File: config.mk
export PLATFORM = sky130hd
export DESIGN_NAME = cle_key_reader
export DESIGN_NICKNAME = d
export VERILOG_FILES = /design/src/rtl/cle_key_pkg.sv /design/src/rtl/cle_key_shift.sv /design/src/rtl/cle_key_reader.sv
export SDC_FILE = /design/constraint.sdc
export NUM_CORES = 1
export LEC_CHECK = 0
export CAP_MARGIN = 10
export CORE_ASPECT_RATIO = 1.75
export CORE_UTILIZATION = 44
export CTS_BUF_LIST = sky130_fd_sc_hd__clkbuf_8
export CTS_CLUSTER_DIAMETER = 200
export CTS_CLUSTER_SIZE = 25
export DETAILED_ROUTE_END_ITERATION = 12
export GPL_ROUTABILITY_DRIVEN = 1
export PLACE_DENSITY = 0.68
export SYNTH_ARGS = -nofsm -noshare
export SYNTH_HDL_FRONTEND = slang
export SYNTH_HIERARCHICAL = 1
export SYNTH_SLANG_ARGS = --single-unit
export TNS_END_PERCENT = 5
File: constraint.sdc
create_clock -name clk -period 3.2 [get_ports clk]
set_input_delay 0.48 -clock clk [delete_from_list [all_inputs] [get_ports clk]]
set_output_delay 0.48 -clock clk [all_outputs]
set_load 0.05 [all_outputs]
File: src/rtl/cle_key_pkg.sv
// cle_key_pkg
// Shared types and constants for the CLE04A key reader and its helpers.
//   state_t     : reader FSM states
//   phase_t     : which half of the sequence an access belongs to
//   UNLOCK_TBL  : BA7..BA4 nibbles replayed during the unlock phase, entry 0 first
//   BA13_SEL/BA12_SEL : address bits that place an access in the responder window
//   unlock_nib  : table lookup that returns 0 for entries past the table end
package cle_key_pkg;

  typedef enum logic [2:0] {
    IDLE,
    SETUP,
    STROBE,
    GAP,
    DONE
  } state_t;

  typedef enum logic {
    UNLOCK,
    READ
  } phase_t;

  // Element 0 is the rightmost nibble, so the replay order is 2, A, E, 9.
  localparam logic [7:0][3:0] UNLOCK_TBL = {
    4'h0, 4'h0, 4'h0, 4'h0, 4'h9, 4'hE, 4'hA, 4'h2
  };

  localparam logic BA13_SEL = 1'b0;
  localparam logic BA12_SEL = 1'b1;

  function automatic logic [3:0] unlock_nib(input logic [4:0] idx);
    unlock_nib = (idx < 5'd8) ? UNLOCK_TBL[idx[2:0]] : 4'h0;
  endfunction

endpackage

File: src/rtl/cle_key_shift.sv
// cle_key_shift
// MSB-first serial-in shift register used to assemble the key word.
//   clk      : clock, rising edge
//   clear    : synchronous clear, wins over shift_en
//   shift_en : shift sdin in at the LSB end on this edge
//   sdin     : serial input bit
//   q        : register contents; the first bit shifted in ends up at the MSB
module cle_key_shift #(
  parameter int KEY_BITS = 16
) (
  input  logic                clk,
  input  logic                clear,
  input  logic                shift_en,
  input  logic                sdin,
  output logic [KEY_BITS-1:0] q
);

  // A one-bit key has no upper slice to carry along, so it gets its own branch.
  generate
    if (KEY_BITS == 1) begin : g_one
      always_ff @(posedge clk) begin
        if (clear) begin
          q <= '0;
        end else if (shift_en) begin
          q <= sdin;
        end
      end
    end else begin : g_wide
      always_ff @(posedge clk) begin
        if (clear) begin
          q <= '0;
        end else if (shift_en) begin
          q <= {q[KEY_BITS-2:0], sdin};
        end
      end
    end
  endgenerate

endmodule

File: src/rtl/cle_key_reader.sv
// cle_key_reader
// Host-side initiator for the CLE04A serial key responder. On start it replays
// the unlock accesses, then performs KEY_BITS read accesses and collects SDRD
// into key_data (first bit read lands in the MSB).
//   clk, rst         : clock and synchronous active-high reset
//   start, abort     : controller requests
//   busy, done       : sequence in progress / one-cycle completion pulse
//   key_valid        : a full key has been read since the last start
//   key_data         : assembled key
//   sser_n, ba13, ba12, ba7_4, br_w : registered backplane access lines
//   sdrd             : serial data from the responder
module cle_key_reader
  import cle_key_pkg::*;
#(
  parameter int          KEY_BITS   = 16,
  parameter int          UNLOCK_LEN = 4,
  parameter int          GAP_CYC    = 2,
  parameter logic [3:0]  READ_NIB   = 4'h2
) (
  input  logic                clk,
  input  logic                rst,
  input  logic                start,
  input  logic                abort,
  output logic                busy,
  output logic                done,
  output logic                key_valid,
  output logic [KEY_BITS-1:0] key_data,
  output logic                sser_n,
  output logic                ba13,
  output logic                ba12,
  output logic [3:0]          ba7_4,
  output logic                br_w,
  input  logic                sdrd
);

  state_t     state;
  phase_t     phase;
  logic [4:0] acc_cnt;
  logic [3:0] gap_cnt;

  logic [4:0] acc_inc;
  logic       last_unlock;
  logic       last_read;
  logic       access_end;
  logic       abort_now;
  logic       shift_en;
  logic [3:0] next_nib;

  // Decode of where the current access stands. access_end marks the last
  // cycle of an access: the STROBE itself when there is no gap, otherwise the
  // final GAP cycle.
  assign acc_inc     = acc_cnt + 5'd1;
  assign last_unlock = (phase == UNLOCK) && (acc_cnt == 5'(UNLOCK_LEN - 1));
  assign last_read   = (phase == READ) && (acc_cnt == 5'(KEY_BITS - 1));
  assign access_end  = (GAP_CYC == 0) ? (state == STROBE)
                                      : ((state == GAP) && (gap_cnt == 4'(GAP_CYC - 1)));
  assign abort_now   = abort && ((state == SETUP) || (state == STROBE) || (state == GAP));
  assign shift_en    = (state == STROBE) && (phase == READ);
  assign next_nib    = ((phase == READ) || last_unlock) ? READ_NIB : unlock_nib(acc_inc);

  // Key capture happens on the closing edge of every read-phase strobe, even
  // when an abort ends the sequence there, so the responder's bit is never lost.
  cle_key_shift #(
    .KEY_BITS (KEY_BITS)
  ) u_shift (
    .clk      (clk),
    .clear    (rst),
    .shift_en (shift_en),
    .sdin     (sdrd),
    .q        (key_data)
  );

  // Main sequencer. Abort has top priority because it can only land in
  // SETUP, STROBE or GAP, and in STROBE it only cuts the sequence after the
  // strobe edge. The access-end branch handles both the "next access" and
  // "sequence finished" transitions so they look the same with or without a gap.
  always_ff @(posedge clk) begin
    if (rst) begin
      state     <= IDLE;
      phase     <= UNLOCK;
      acc_cnt   <= '0;
      gap_cnt   <= '0;
      busy      <= 1'b0;
      done      <= 1'b0;
      key_valid <= 1'b0;
      sser_n    <= 1'b1;
      ba13      <= 1'b1;
      ba12      <= 1'b0;
      ba7_4     <= 4'h0;
      br_w      <= 1'b0;
    end else begin
      done <= 1'b0;
      if (abort_now) begin
        state  <= DONE;
        busy   <= 1'b0;
        done   <= 1'b1;
        sser_n <= 1'b1;
        ba13   <= 1'b1;
        ba12   <= 1'b0;
        br_w   <= 1'b0;
        ba7_4  <= 4'h0;
      end else if (access_end) begin
        if (last_read) begin
          state     <= DONE;
          busy      <= 1'b0;
          done      <= 1'b1;
          key_valid <= 1'b1;
          sser_n    <= 1'b1;
          ba13      <= 1'b1;
          ba12      <= 1'b0;
          br_w      <= 1'b0;
          ba7_4     <= 4'h0;
        end else begin
          state  <= SETUP;
          sser_n <= 1'b1;
          ba13   <= BA13_SEL;
          ba12   <= BA12_SEL;
          br_w   <= 1'b1;
          ba7_4  <= next_nib;
          if (last_unlock) begin
            phase   <= READ;
            acc_cnt <= '0;
          end else begin
            acc_cnt <= acc_inc;
          end
        end
      end else begin
        case (state)
          IDLE: begin
            if (start) begin
              state     <= SETUP;
              phase     <= UNLOCK;
              acc_cnt   <= '0;
              gap_cnt   <= '0;
              busy      <= 1'b1;
              key_valid <= 1'b0;
              sser_n    <= 1'b1;
              ba13      <= BA13_SEL;
              ba12      <= BA12_SEL;
              br_w      <= 1'b1;
              ba7_4     <= unlock_nib(5'd0);
            end else if (abort) begin
              key_valid <= 1'b0;
            end
          end
          SETUP: begin
            state  <= STROBE;
            sser_n <= 1'b0;
          end
          STROBE: begin
            state   <= GAP;
            gap_cnt <= '0;
            sser_n  <= 1'b1;
            ba13    <= 1'b1;
            ba12    <= 1'b0;
            br_w    <= 1'b0;
            ba7_4   <= 4'h0;
          end
          GAP: begin
            gap_cnt <= gap_cnt + 4'd1;
          end
          DONE: begin
            state   <= IDLE;
            phase   <= UNLOCK;
            acc_cnt <= '0;
            gap_cnt <= '0;
          end
          default: begin
            state <= IDLE;
          end
        endcase
      end
    end
  end

endmodule

-- Word-level counts from Yosys, hierarchy flattened
Memories as Yosys holds them, arrays and structs flattened.
Cells that the tools add are included.
- flip-flop bits (word level): 39
- bits in read-only memories: 32
- output and inout bits: 27
- memories: 1
- memory list (memory ; words ; bits a word ; read ports ; clocked after Yosys merged registers in ; write ports ; RTL line ; RTL):
    (no name shown) ; 8 ; 4 ; 1 ; 0 ; 0 ; cle_key_pkg.sv:32 ; unlock_nib = (idx < 5'd8) ? UNLOCK_TBL[idx[2:0]] : 4'h0;
- $add $sub $neg: 2
- magnitude comparators: 2
- equal/unequal tests: 15
- muxes and demuxes: 42
- bitwise logic cells: 3
- reduce and logical (&&, ||, !) cells: 28
- operators by type and width (operator ; number):
    $mux W4 ; 7
    $mux W5 ; 4
    $mux W1 ; 19
    $reduce_bool A3 Y1 ; 5
    $mux W3 ; 4
    $pmux W3 S4 ; 1
    $pmux W4 S3 ; 1
    $reduce_and A4 Y1 ; 3
    $ne A2 B2 Y1 const B ; 5
    $pmux W5 S2 ; 1
    $pmux W4 S2 ; 1
    $reduce_and A2 Y1 ; 4
    $eq A3 B2 Y1 const B ; 2
    $ne A3 B3 Y1 const B ; 2
    $pmux W1 S2 ; 3
    $add A5 B1 Y5 const B ; 1
    $eq A5 B2 Y1 const B ; 1
    $eq A5 B4 Y1 const B ; 1
    $logic_and A1 B1 Y1 ; 5
    $lt A5 B4 Y1 const B ; 1
    $reduce_and A5 Y1 ; 1
    $add A4 B1 Y4 const B ; 1
    $eq A4 B1 Y1 const B ; 1
    $lt A3 B4 Y1 const B ; 1
    other kinds (11) ; 17

-- Depth between registers and ports, before layout
- word-level depth: 7
- mapped depth: 8
- gate-level depth less buffers: 7

-- Hierarchy
The synthesis kept the hierarchy.
- modules (own cells, without submodules) (module ; times used ; cells each ; area each (µm²) ; seq. area each (µm²)):
    cle_key_reader ; 1 ; 153 ; 1315.0 ; 460.4
    cle_key_shift ; 1 ; 52 ; 580.6 ; 320.3

-- Worst setup path after synthesis
Ideal clock, no wire load.
- kind: flip-flop to flip-flop
- start point: register gap_cnt[0]
- end point: register acc_cnt[2]
- setup time: 0.058 ns
- data arrival time: 1.758 ns
- data required time: 3.142 ns
- setup slack: 1.384 ns
- stages on the path, launching flop included: 8
- path buffers: 2
- period minus slack after synthesis: 1.816 ns
- path through: dfxtp_1 ha_1 or3b_1 buf_2 or3_1 buf_6 a31oi_4 o21a_1
- cells in the longest elaborated chain, start to end: 4
- elaborated cells between the ends (all ways): 7
- classes of those cells: 3 x eq/ne; 1 x mux; 3 x reduce/logical
- RTL lines (element ; RTL line ; RTL):
    start: declaration ; cle_key_reader.sv:39 ; logic [3:0] gap_cnt;
    start signal: assignment ; cle_key_reader.sv:160 ; gap_cnt <= gap_cnt + 4'd1;
    $eq A4 B1 Y1 (*) ; cle_key_reader.sv:56 ; : ((state == GAP) && (gap_cnt == 4'(GAP_CYC - 1)));
    $logic_and A1 B1 Y1 (*) ; cle_key_reader.sv:56 ;
    $ne A3 B3 Y1 (no source line) (tied with other cells) ; - ;
    $reduce_and A4 Y1 (no source line) ; - ;
    end signal: assignment ; cle_key_reader.sv:124 ; acc_cnt <= acc_inc;
    end: declaration ; cle_key_reader.sv:38 ; logic [4:0] acc_cnt;
Every way passes the cells marked *; elsewhere a longest branch is shown, timed or not.
A chain may end at the register's enable or synchronous reset.

-- Worst setup path after layout
Same ends and word-level chain as after synthesis.

==> run_results.csv <==
group,metric,value,unit
logic_synthesis,synth_area,1900,sq um
logic_synthesis,synth_top_family_by_area,"simple AND/OR/NAND/NOR gates",
logic_synthesis,synth_edf_count,0,
flow_run,max_cap_violations,0,
place,port_buffers,31,
sta,slew_headroom,0.534,
floorplan,die_x,51.6,um
logic_synthesis,synth_warnings,6,
clocking,cts_hold_buf,0,
logic_synthesis,synth_fa_ha_area_frac,0.0528,
floorplan,die_area,4580,sq um
worst_setup_path,reg2reg_to,"acc_cnt[2]",
layout,num_antenna_cells,0,
worst_setup_path,r2r-start,"gap_cnt[0]",
logic_synthesis,synthSimpleGateAreaFrac,0.192,
grt,grt_pass1_vias,1520,
power,peakVddDrop,267,uV
layout,drive_gt1_frac,0.0684,
logic_synthesis,synthMuxAreaShare,0.0845,
clocking,cts_setup_buffers,0,
place,hpwl,3140,um
sta,final-hold-violation-count,0,
worst_setup_path,reg2reg_depth,5,
logic_synthesis,ys.flop_type,"dfxtp_1",
clocking,clk_pin_slew,0.07,ns
drt,routed_wl,4210,um
sta,rsz0062_at_grt,"no",
sta,fin_crit,2.11,ns
sta,finalSetupTns,0,ns
drt,routed_via_density,5.72,
drt,dr.pass1.iters,4,
sta,drv_slew,0,
sta,maxClockFrequency,473,MHz
worst_setup_path,path_cells,"ha_1 > or3b_1 > or3_1 > a31oi_4 > o21a_1",
grt,grt_overflow,0,
layout,layout_commonest_cell,"dfxtp_1",
logic_synthesis,netlist_instances,205,
clocking,clock-sinks,39,
floorplan,fp-row-count,31,
power,p_leak,0.831,nW
clocking,clockBufferDepth,2,
worst_setup_path,critical-path-max-stage-delay,0.60,ns
worst_setup_path,crit_type,"reg2reg",
logic_synthesis,seq_area_frac_synth,0.412,
sta,layout_worst_path_cycle_share,0.661,
drt,via_count,1620,
clocking,cts_resized,0,
floorplan,start_util,0.457,
sta,setup_viol,0,
place,dp_slack,1.05,ns
outcome,status,"finished clean",
worst_setup_path,cp-start-kind,"flip-flop",
sta,finalClockSkew,0.00230,ns
worst_setup_path,crit_arrival,2.35,ns
min_path,hold_depth,1,
power,powerDensity,526,nW/um^2
logic_synthesis,avgSynthCellArea,9.25,sq um
floorplan,ios,32,
logic_synthesis,yosysUniqueCellTypes,47,
floorplan,core,4150,sq um
grt,grt_pass1_wl,6780,um
logic_synthesis,synth_xor_area_frac,0.00462,
layout,area.growth.synth_to_final,22.8,%
logic_synthesis,syn_nets,218,
clocking,htree_levels,2,
grt,grt_use_total,0.202,
drt,drcViolationCount,0,
clocking,cts_root_buf,"clkbuf_8",
logic_synthesis,synth_compound_area_frac,0.185,
worst_setup_path,end_kind,"flip-flop",
layout,fillers,391,
clocking,numCtsBuffers,5,
sta,setup_slack,1.09,ns
grt,grt_max_degree,32,
worst_setup_path,rrSetupSlack,1.09,ns
place,place.gp.congestion,0.892,
worst_setup_path,cp-startpoint,"gap_cnt[0]",
drt,antenna_left,0,
drt,drtIter0Drc,33,
clocking,cts_tree,"built",
min_path,min_to,"ba7_4[3]",
clocking,clock_latency,0.29,ns
drt,wl_per_cell,14.9,um
sta,worst_pin_slew,0.689,ns
layout,nNetsFinal,246,
logic_synthesis,ys_ff_latch,39,
logic_synthesis,async_flop_share,0,
layout,final_cell_mix,"39 x dfxtp_1, 31 x clkdlybuf4s50_1, 25 x nor2_1",
min_path,hp-class,"reg2reg",
grt,antenna_found_initial,0,
min_path,hold_start,"ba7_4[3]",
worst_setup_path,required,3.44,ns
floorplan,die_h,88.8,um
worst_setup_path,cpMaxStageDelayCell,"or3_1",
worst_setup_path,cp_max_fo,10,
## worst max-delay path by stage
stage                       endpoint  slack [ns]  depth (start not counted)
final                     acc_cnt[2]        1.09                          5
after global routing      gap_cnt[0]        0.96                          5
after CTS                 acc_cnt[2]        1.08                          5
after detailed placement    ba7_4[2]        1.05                          5
after global placement      ba7_4[0]        1.06                          5
after floorplan           acc_cnt[2]        1.38                          7
## state kept, by name (all words and copies together), names as in the netlist, 3 cells and up
signal	count
state	3
acc_cnt	5
gap_cnt	4
u_shift/q	16
ba7_4	4
## final cells by class
type | count | area [sq um] | share of cell area
clock buffers | 5 | 68.8 | 0.0296
clock inverters | 3 | 63.8 | 0.0274
inverters | 12 | 45.0 | 0.0193
multi-input cells | 142 | 983 | 0.422
flip-flops and latches | 39 | 781 | 0.335
well taps | 49 | 61.3 | 0.0263
repair buffers | 33 | 325 | 0.140
## per-stage QoR
| stage | hold WS, ns | utilization | power [W] | cells | area [sq um] |
|---|---|---|---|---|---|
| global route | 0.494 | 0.561 | 0.00127 | 283 | 2330 |
| finish | 0.465 | 0.561 | 0.00122 | 283 | 2330 |
| detailed placement | 0.449 | 0.529 | 0.000759 | 275 | 2200 |
| floorplan | 0.465 | - | 0.000696 | 205 | 1900 |
| global placement | 0.461 | 0.529 | 0.000755 | 275 | 2200 |
| CTS | 0.467 | 0.561 | 0.00124 | 283 | 2330 |
## synth_stat cells, drive strengths merged, types with 2 or more instances
| library cell | instances | area share |
|---|---|---|
| nor3 | 4 | 0.013 |
| or4 | 4 | 0.016 |
| a2111oi | 4 | 0.018 |
| a31oi | 3 | 0.018 |
| clkbuf | 2 | 0.0040 |
| or3 | 2 | 0.0066 |
| a22o | 3 | 0.015 |
| o2111ai | 4 | 0.018 |
| nand2b | 3 | 0.0099 |
| a21o | 3 | 0.012 |
| nand4 | 4 | 0.013 |
| a21oi | 16 | 0.042 |
| o21ai | 7 | 0.018 |
| inv | 12 | 0.024 |
| nor2 | 25 | 0.050 |
| dfxtp | 39 | 0.41 |
| or2 | 3 | 0.0099 |
| nor3b | 2 | 0.0079 |
| o31ai | 3 | 0.012 |
| nor4 | 5 | 0.017 |
| nand2 | 5 | 0.0099 |
| ha | 8 | 0.053 |
| buf | 10 | 0.042 |
| a22oi | 2 | 0.0079 |
| mux2i | 16 | 0.084 |
| nand3 | 2 | 0.0053 |
## critical path: cells and delay by family, from the launching register on
kind | cells | cell delay [ns]
simple gates | 2 | 1.10
flops | 1 | 0.42
compound gates | 2 | 0.36
fa+ha+maj | 1 | 0.18
## layer usage
layer,GRT usage,share of wire
met1,0.196,0.38
met2,0.383,0.56
met5,0,0
met4,0.106,0.027
met3,0.0430,0.031
## power by group
group / total (W) / internal (W) / switching (W)
registers: 0.000525 / 0.000505 / 0.0000197
clock network: 0.000478 / 0.000308 / 0.000169
logic: 0.000222 / 0.0000743 / 0.000148
## cell families (layout without fill, tap and decap cells)
kind of cell / count (synthesis) / after routing
DFF: 39 / 39
buffers and inverters: 24 / 53
AOI/OAI and AO/OA: 50 / 50
adders and majority gates: 8 / 8
muxes: 16 / 16
xor gates and xnor gates: 1 / 1
and+or+nand+nor: 67 / 67
Power figures use the tool's default switching activity.
